`src/rtl/unidade_controle_modos_pkg.sv`:
```
// Shared definitions for the difficulty-mode game control unit:
// state encodings, the code shown for illegal states and a clog2 helper.
package unidade_controle_modos_pkg;

    typedef enum logic [3:0] {
        INICIAL              = 4'h0,
        PREPARACAO           = 4'h1,
        INICIA_SEQUENCIA     = 4'h2,
        ESPERA_JOGADA        = 4'h3,
        REGISTRA_JOGADA      = 4'h4,
        COMPARA_JOGADA       = 4'h5,
        PROXIMA_JOGADA       = 4'h6,
        FOI_ULTIMA_SEQUENCIA = 4'h7,
        PROXIMA_SEQUENCIA    = 4'h8,
        PERDE_VIDA           = 4'h9,
        ESPERA_RETOMADA      = 4'hA,
        FINAL_TIMEOUT        = 4'hD,
        FINAL_ACERTOU        = 4'hE,
        FINAL_ERROU          = 4'hF
    } estado_t;

    // Shown on db_estado when the state register holds an unused code.
    localparam logic [3:0] ESTADO_INVALIDO = 4'hB;

    // Smallest r with 2**r >= valor.
    function automatic int clog2(input int valor);
        int r;
        r = 0;
        while ((1 << r) < valor) begin
            r = r + 1;
        end
        return r;
    endfunction

endpackage

```
`src/rtl/unidade_controle_modos_vidas.sv`:
```
// Life counter, loss-cause flag and difficulty-mode latch for the game
// control unit. The final-level target (alvo) is derived from the latched
// mode so a mode change mid-game has no effect.
module controle_vidas
    import unidade_controle_modos_pkg::*;
#(
    parameter int N_SEQ  = 16,
    parameter int ADDR_W = 4,
    parameter int MODE_W = 2,
    parameter int LIVES  = 3
) (
    input  logic                          clock,
    input  logic                          reset,
    input  logic                          carrega,
    input  logic                          decrementa,
    input  logic                          marca_causa,
    input  logic                          causa_timeout_in,
    input  logic [MODE_W-1:0]             modo,
    output logic [clog2(LIVES+1)-1:0]     vidas,
    output logic                          causa,
    output logic [MODE_W-1:0]             db_modo,
    output logic [ADDR_W-1:0]             alvo
);

    localparam int VW = clog2(LIVES + 1);

    logic [VW-1:0]     vidas_q, vidas_d;
    logic              causa_q, causa_d;
    logic [MODE_W-1:0] modo_q, modo_d;

    // Next-value logic: reload at game start, saturating decrement on a loss,
    // cause captured on the cycle the FSM enters perde_vida.
    always_comb begin
        vidas_d = vidas_q;
        causa_d = causa_q;
        modo_d  = modo_q;
        if (carrega) begin
            vidas_d = VW'(LIVES);
            modo_d  = modo;
        end else if (decrementa && (vidas_q != '0)) begin
            vidas_d = vidas_q - 1'b1;
        end
        if (marca_causa) begin
            causa_d = causa_timeout_in;
        end
    end

    // Registers with asynchronous active-low reset to a full life count.
    always_ff @(posedge clock or negedge reset) begin
        if (!reset) begin
            vidas_q <= VW'(LIVES);
            causa_q <= 1'b0;
            modo_q  <= '0;
        end else begin
            vidas_q <= vidas_d;
            causa_q <= causa_d;
            modo_q  <= modo_d;
        end
    end

    // Target level: last index of the (modo+1)-th fraction of the sequence.
    always_comb begin
        alvo = ADDR_W'((((int'(modo_q) + 1) * N_SEQ) >> MODE_W) - 1);
    end

    assign vidas   = vidas_q;
    assign causa   = causa_q;
    assign db_modo = modo_q;

endmodule

```
`src/rtl/unidade_controle_modos.sv`:
```
// Game-sequencer control unit with selectable difficulty and retry lives.
// Moore FSM driving the E/L/R/T datapath handshake; the life counter and
// mode latch live in controle_vidas.
module unidade_controle_modos
    import unidade_controle_modos_pkg::*;
#(
    parameter int N_SEQ  = 16,
    parameter int ADDR_W = 4,
    parameter int MODE_W = 2,
    parameter int LIVES  = 3
) (
    input  logic                      clock,
    input  logic                      reset,
    input  logic                      iniciar,
    input  logic                      jogada,
    input  logic                      timeout,
    input  logic                      botoesIgualMemoria,
    input  logic                      enderecoIgualLimite,
    input  logic                      enderecoMenorLimite,
    input  logic [ADDR_W-1:0]         nivel,
    input  logic [MODE_W-1:0]         modo,
    output logic                      zeraE,
    output logic                      contaE,
    output logic                      zeraL,
    output logic                      contaL,
    output logic                      zeraR,
    output logic                      registraR,
    output logic                      zeraT,
    output logic                      contaT,
    output logic                      acertou,
    output logic                      errou,
    output logic                      perdeu_tempo,
    output logic                      pronto,
    output logic [clog2(LIVES+1)-1:0] vidas,
    output logic [MODE_W-1:0]         db_modo,
    output logic [3:0]                db_estado
);

    localparam int VW = clog2(LIVES + 1);

    estado_t           estado_q, estado_d;
    logic              carrega;
    logic              decrementa;
    logic              marca_causa;
    logic              causa_timeout_in;
    logic              causa;
    logic [ADDR_W-1:0] alvo;
    logic              ultimo_nivel;

    controle_vidas #(
        .N_SEQ  (N_SEQ),
        .ADDR_W (ADDR_W),
        .MODE_W (MODE_W),
        .LIVES  (LIVES)
    ) u_vidas (
        .clock            (clock),
        .reset            (reset),
        .carrega          (carrega),
        .decrementa       (decrementa),
        .marca_causa      (marca_causa),
        .causa_timeout_in (causa_timeout_in),
        .modo             (modo),
        .vidas            (vidas),
        .causa            (causa),
        .db_modo          (db_modo),
        .alvo             (alvo)
    );

    // The game ends at the mode's target level, or at the last sequence
    // entry regardless of mode.
    assign ultimo_nivel = (nivel == alvo) || (nivel == ADDR_W'(N_SEQ - 1));

    // Life controller hooks: reload in preparacao, decrement while leaving
    // perde_vida, and record the cause on the cycle we enter perde_vida.
    assign carrega          = (estado_q == PREPARACAO);
    assign decrementa       = (estado_q == PERDE_VIDA);
    assign marca_causa      = (estado_d == PERDE_VIDA) && (estado_q != PERDE_VIDA);
    assign causa_timeout_in = (estado_q == ESPERA_JOGADA);

    // State register, asynchronous active-low reset to inicial.
    always_ff @(posedge clock or negedge reset) begin
        if (!reset) begin
            estado_q <= INICIAL;
        end else begin
            estado_q <= estado_d;
        end
    end

    // Next-state logic.
    always_comb begin
        estado_d = estado_q;
        case (estado_q)
            INICIAL: begin
                if (iniciar) estado_d = PREPARACAO;
            end
            PREPARACAO:       estado_d = INICIA_SEQUENCIA;
            INICIA_SEQUENCIA: estado_d = ESPERA_JOGADA;
            ESPERA_JOGADA: begin
                // A press in the same cycle as the timeout still counts.
                if (jogada)       estado_d = REGISTRA_JOGADA;
                else if (timeout) estado_d = PERDE_VIDA;
            end
            REGISTRA_JOGADA:  estado_d = COMPARA_JOGADA;
            COMPARA_JOGADA: begin
                if (botoesIgualMemoria && enderecoMenorLimite)      estado_d = PROXIMA_JOGADA;
                else if (botoesIgualMemoria && enderecoIgualLimite) estado_d = FOI_ULTIMA_SEQUENCIA;
                else                                                estado_d = PERDE_VIDA;
            end
            PROXIMA_JOGADA:   estado_d = ESPERA_JOGADA;
            FOI_ULTIMA_SEQUENCIA: begin
                if (ultimo_nivel) estado_d = FINAL_ACERTOU;
                else              estado_d = PROXIMA_SEQUENCIA;
            end
            PROXIMA_SEQUENCIA: estado_d = INICIA_SEQUENCIA;
            PERDE_VIDA: begin
                // Last life spent: report how it was lost.
                if (vidas == VW'(1)) estado_d = causa ? FINAL_TIMEOUT : FINAL_ERROU;
                else                 estado_d = ESPERA_RETOMADA;
            end
            ESPERA_RETOMADA: begin
                // Resume replays the current level; L is left untouched.
                if (iniciar) estado_d = INICIA_SEQUENCIA;
            end
            FINAL_TIMEOUT, FINAL_ACERTOU, FINAL_ERROU: begin
                if (iniciar) estado_d = PREPARACAO;
            end
            default:          estado_d = INICIAL;
        endcase
    end

    // Moore output decode of the state register.
    always_comb begin
        zeraE        = 1'b0;
        contaE       = 1'b0;
        zeraL        = 1'b0;
        contaL       = 1'b0;
        zeraR        = 1'b0;
        registraR    = 1'b0;
        zeraT        = 1'b1;
        contaT       = 1'b0;
        acertou      = 1'b0;
        errou        = 1'b0;
        perdeu_tempo = 1'b0;
        pronto       = 1'b0;
        db_estado    = estado_q;
        case (estado_q)
            INICIAL, PREPARACAO: begin
                zeraE = 1'b1;
                zeraL = 1'b1;
                zeraR = 1'b1;
            end
            INICIA_SEQUENCIA, COMPARA_JOGADA, FOI_ULTIMA_SEQUENCIA, PERDE_VIDA: begin
            end
            ESPERA_JOGADA: begin
                zeraT  = 1'b0;
                contaT = 1'b1;
            end
            REGISTRA_JOGADA:   registraR = 1'b1;
            PROXIMA_JOGADA:    contaE    = 1'b1;
            PROXIMA_SEQUENCIA: begin
                zeraE  = 1'b1;
                contaL = 1'b1;
            end
            ESPERA_RETOMADA:   zeraE = 1'b1;
            FINAL_TIMEOUT: begin
                perdeu_tempo = 1'b1;
                pronto       = 1'b1;
            end
            FINAL_ACERTOU: begin
                acertou = 1'b1;
                pronto  = 1'b1;
            end
            FINAL_ERROU: begin
                errou  = 1'b1;
                pronto = 1'b1;
            end
            default:           db_estado = ESTADO_INVALIDO;
        endcase
    end

endmodule

```
`config.mk`:
```
export PLATFORM = sky130hd
export DESIGN_NAME = unidade_controle_modos
export DESIGN_NICKNAME = d
export VERILOG_FILES = /design/src/rtl/unidade_controle_modos_pkg.sv /design/src/rtl/unidade_controle_modos_vidas.sv /design/src/rtl/unidade_controle_modos.sv
export SDC_FILE = /design/constraint.sdc
export NUM_CORES = 1
export LEC_CHECK = 0
export ABC_AREA = 1
export CAP_MARGIN = 20
export CORE_MARGIN = 1
export CORE_UTILIZATION = 44
export CTS_CLUSTER_DIAMETER = 80
export CTS_CLUSTER_SIZE = 8
export DETAILED_ROUTE_END_ITERATION = 12
export PLACE_DENSITY = 0.88
export SYNTH_ARGS = -nofsm -noshare
export SYNTH_HDL_FRONTEND = slang
export SYNTH_HIERARCHICAL = 1
export SYNTH_SLANG_ARGS = --single-unit
```
`constraint.sdc`:
```
create_clock -name clock -period 2.28 [get_ports clock]
set_clock_uncertainty 0.2 [all_clocks]
set_input_delay 0.456 -clock clock [delete_from_list [all_inputs] [get_ports clock]]
set_output_delay 0.456 -clock clock [all_outputs]
set_load 0.05 [all_outputs]
```
==> results of run 1 <==
stage by stage:
step                TNS (ps)  instance area [sq um]  std cells  total power, mW  util [%]
CTS                        0                   1410        216             2.22      71.7
finish                     0                   1410        216             2.22      71.9
floorplan               -296                    927        160             1.45         -
detailed placement         0                   1380        212             2.10      70.4
global route               0                   1410        216             2.37      71.9
global placement           0                   1380        212             2.07      70.4
power by group:
part	total, mW	leakage (nW)	internal [mW]	switching (mW)
clock	0.120	0.0150	0.0673	0.0531
sequential	0.373	0.106	0.245	0.128
combinational	1.73	0.680	0.671	1.06
total	2.22	0.801	0.984	1.24
state kept, by name, summed over array words and instances, names as in the netlist:
signal           flops
estado_q             4
u_vidas/db_modo      2
u_vidas/vidas        2
u_vidas/causa        1
routing by layer:
layer | wire [um] | part of all wire (%) | vias up
li1 | - | - | 535
met1 | 999 | 44 | 474
met2 | 1140 | 50 | 35
met3 | 105 | 4.6 | 2
met4 | 24 | 1.1 | 0
met5 | 0 | 0 | -
how the worst min path moves through the flow:
stage | endpoint | slack (ps) | depth (start not counted)
floorplan | estado_q[0] | -40 | 0
global placement | u_vidas/vidas[0] | 290 | 2
detailed placement | u_vidas/vidas[1] | 300 | 2
CTS | estado_q[0] | 300 | 1
global route | u_vidas/db_modo[0] | 320 | 1
finish | estado_q[2] | 290 | 1
worst max-delay path: cells and delay by family (launching register included):
kind | cells | cell delay, ps
AO/OA/AOI/OAI | 1 | 400
buffers and inverters | 2 | 340
flip-flops | 1 | 510
cells by family after synthesis:
kind of cell	count (synthesis)
adder cells (fa/ha/maj)	1
flip-flops	9
AO/OA/AOI/OAI	8
other	1
buffers and inverters	40
AND/OR/NAND/NOR	100
layout make-up:
type / instances / area (sq um) / area share, %
clock buffers: 4 / 26.3 / 1.86
inverters: 32 / 120 / 8.52
multi-input cells: 111 / 527 / 37.4
flip-flops and latches: 9 / 230 / 16.3
well taps: 27 / 33.8 / 2.40
repair buffers: 33 / 473 / 33.5
synthesized netlist by cell type, drive strengths merged:
cell type | n | area (sq um)
a21oi | 2 | 10.0
a31oi | 1 | 6.26
buf | 6 | 45.0
clkbuf | 2 | 7.51
conb | 1 | 3.75
dfrtp | 7 | 175
dfstp | 2 | 52.6
ha | 1 | 12.5
inv | 32 | 120
nand2 | 60 | 233
nand3 | 13 | 70.1
nand3b | 1 | 20.0
nand4 | 2 | 12.5
nor2 | 23 | 111
nor3 | 1 | 5.00
o21ai | 2 | 10.0
o22ai | 1 | 6.26
o31ai | 2 | 15.0
==> impl_metrics.toml, run 1 <==
[run_status]
outcome = "completed"

[setup_path]
crit_end = "db_estado[0]"
r2r-end = "u_vidas/causa"
worstPathCellList = "inv_2 > o31ai_1 > buf_12"
r2r_setup_slack_ps = 400
worstSetupStartpointType = "flip-flop"
worst_path_max_delay_cell = "dfrtp_1"
cp.arrival_ps = 1500
crit_start = "estado_q[2]"
r2r_start = "estado_q[2]"
worstPathRequired_ps = 1620
crit_path_max_fanout = 6
path_class = "flip-flop to output port"
cpPeakStageDelay_ps = 510
end_kind = "output port"
r2r_cells = 8

[detailed_routing]
remaining_drc_errors = 0
routed_wirelength_um = 2270
via_per_inst = 4.84
wl_per_cell_um = 10.5
drt_iter0_markers = 37
postRouteAntennaNets = 0
num_vias = 1046
firstDrtPassIters = 4

[layout]
fillers = 172
drive_above_1_share_pct = 21.7
layout_common_cells = "nand2_1, inv_1, nor2_1, clkdlybuf4s50_1, buf_12"
diodes = 0
nNetsFinal = 205
final_common_cell = "nand2_1"
area_growth_pct = 54.0

[synth]
synth_mux_area_share_pct = 0
yosysSeqAreaShare_pct = 24.9
synth_xor_area_share_pct = 0
synth-seq-cells = 9
synth_top_family_by_area = "simple AND/OR/NAND/NOR gates"
synth_cell_types = 23
syn_avg_cell_area_sq_um = 5.76
netlist_area_sq_um = 916
syn_inst = 159
synth_simple_gate_area_share_pct = 49.3
ys_warn_count = 6
synth-adder-area-share_pct = 1.37
synth_compound_area_share_pct = 5.19

[sta]
setup_viol = 0
finalCriticalPeriod_ps = 2160
fmax_mhz = 464
worst_slew_pin_slew_ps = 497
setup_slack_ps = 123
final_max_slew_viol_count = 0
slew_headroom_pct = 66.8
whs_ps = 292
hold_viol = 0
finalCritPeriodShare_pct = 94.6
rsz0062_at_grt = "no"

[die]
die-height_um = 47.6
die_w_um = 47.6
core_area_sq_um = 1960
io_pins = 34
rows = 16
die_area_sq_um = 2270
floorplan.initialDensity_pct = 46.7

[global_routing]
grtUsageTotal_pct = 20.5
grt_pass1_vias = 809
grt_max_degree = 10
grt_pass1_wl_um = 3360
grt_util_met3_pct = 3.77
grt_most_used_layer = "met2"
grt_antenna_before_repair = 0
grt_use_met2_pct = 32.6
grtUsageMet1_pct = 28.6
overflow = 0

[clock_tree]
cts_hold_buf = 0
clock_latency_ps = 260
clock_path_buffers = 2
numCtsBuffers = 3
cts-root-buf = "clkbuf_4"
cts.sinks = 9
postCtsSetupBuffers = 0
clkTransAtPathRegs_ps = 60
cts_tree = "yes"
cts_resized = 0
htreeDepth = 1

[place]
gp_congestion = 0.866
portBuffers = 33
dp_hpwl_um = 1960
preCtsSetupSlack_ps = 233

[power]
ir_worst_vdd_mv = 0.889
power_leakage_nw = 0.801
powerDensity_nw_per_um2 = 1580

[job]
cap_viol_max_count = 0

[worst_hold_path]
hold_path_class = "primary input to asynchronous set/reset pin"
No activity file was read; power rests on OpenSTA's default activity.
==> run 2: changes to the inputs <==
CORE_MARGIN = 5   (was 1)
==> impl_metrics.toml, run 2 (same netlist as run 1, synthesis figures left out) <==
[global_routing]
grt_max_degree = 10
grt_pass1_vias = 1020
grt_pass1_wl_um = 4430
overflow = 0
grt_antenna_before_repair = 0
grtUsageTotal_pct = 17.2

[detailed_routing]
num_vias = 1077
wl_per_cell_um = 12.1
routed_wirelength_um = 2600
remaining_drc_errors = 0
postRouteAntennaNets = 0
firstDrtPassIters = 4
via_per_inst = 4.99
drt_iter0_markers = 37

[clock_tree]
clock_path_buffers = 2
cts-root-buf = "clkbuf_4"
clock_latency_ps = 260
htreeDepth = 1
cts_tree = "yes"
cts.sinks = 9
numCtsBuffers = 3
clkTransAtPathRegs_ps = 60
postCtsSetupBuffers = 0

[job]
cap_viol_max_count = 0

[sta]
fmax_mhz = 452
hold_viol = 0
finalCriticalPeriod_ps = 2210
finalCritPeriodShare_pct = 97.0
setup_viol = 0
rsz0062_at_grt = "no"
final_max_slew_viol_count = 0
tns_ps = 0
setup_slack_ps = 67.4

[layout]
layout_common_cells = "nand2_1, inv_1, nor2_1, clkdlybuf4s50_1, buf_12"
fillers = 161
nNetsFinal = 205
stdcell_area_sq_um = 1420
area_growth_pct = 54.5
final_common_cell = "nand2_1"
diodes = 0
drive_above_1_share_pct = 22.2
largest_reg_flops = 4
top_register = "estado_q"

[setup_path]
end_kind = "output port"
cp.arrival_ps = 1560
worstPathRequired_ps = 1620
worst_path_max_delay_cell = "dfrtp_2"
worstSetupStartpointType = "flip-flop"
path_class = "flip-flop to output port"
cpPeakStageDelay_ps = 470
worstPathCellList = "inv_2 > nor2_1 > inv_1 > nor3_2 > buf_12"
crit_path_max_fanout = 8

[power]
power_leakage_nw = 0.802
powerDensity_nw_per_um2 = 1590
ir_worst_vdd_mv = 0.981
power_mw = 2.25

[place]
gp_congestion = 0.947
preCtsSetupSlack_ps = 198
portBuffers = 33
dpl_cell_area_sq_um = 1380
dp_hpwl_um = 2180

[die]
die_w_um = 55.6
die-height_um = 55.6
rows = 16
core_area_sq_um = 1980
die_area_sq_um = 3090
io_pins = 34
floorplan.initialDensity_pct = 46.2

[run_status]
outcome = "completed"

[worst_hold_path]
hold_path_class = "primary input to asynchronous set/reset pin"
## run 2: changes by cell type in the layout (fill, tap and decap cells not counted)
cell | previous run | this run
o31ai_1 | 2 | 1
o31ai_2 | 0 | 1
## run 2: final cells by class
class / count / area (sq um) / share of cell area [%]
Timing Repair Buffer: 33 / 473 / 33.4
Inverter: 32 / 120 / 8.49
Tap cell: 27 / 33.8 / 2.39
Multi-Input combinational cell: 111 / 532 / 37.6
Clock buffer: 4 / 26.3 / 1.86
Sequential cell: 9 / 230 / 16.3
## run 2: final timing paths
path                             startpoint                  to  slack (ps)  cells after the start
max                             estado_q[1]              contaE          70                      5
min                                   reset  u_vidas/db_modo[0]         280                      1
max reg2reg                     estado_q[0]       u_vidas/causa         420                     10
min reg2reg                u_vidas/vidas[0]    u_vidas/vidas[0]         310                      2
max in group asynchronous             reset    u_vidas/vidas[0]        1290                      1
min in group clock         u_vidas/vidas[0]    u_vidas/vidas[0]         310                      2
## run 2: metrics by stage
step,utilization (%),hold WS [ps],instances
detailed placement,69.7,300,212
global placement,69.7,287,212
floorplan,-,-39.6,160
CTS,71.3,284,216
global route,71.4,318,216
finish,71.4,275,216
## run 2: metal layers
layer | up-vias | routed length, um | track usage, %
met4 | 0 | 23 | 5.56
met5 | - | 0 | 0
met3 | 4 | 172 | 3.48
met2 | 44 | 1430 | 32.1
met1 | 494 | 974 | 19.3
li1 | 535 | - | -
## run 2: critical path: cells and delay by family, from the launching register on
kind / cells / cell delay (ps)
buffers and inverters: 3 / 380
flip-flops: 1 / 470
AND/OR/NAND/NOR: 2 / 440
## run 2: power by group
part	switching (mW)	internal, mW	total [mW]
Sequential	0.131	0.245	0.377
Combinational	1.08	0.673	1.75
Clock	0.0565	0.0675	0.124
Total	1.27	0.986	2.25
## run 2: repair_timing
item                                    in CTS  in global routing
gates cloned                                 0                  0
hold buffers                                 0                  0
endpoints found under the setup margin       2                  3
resized for setup                            2                  1
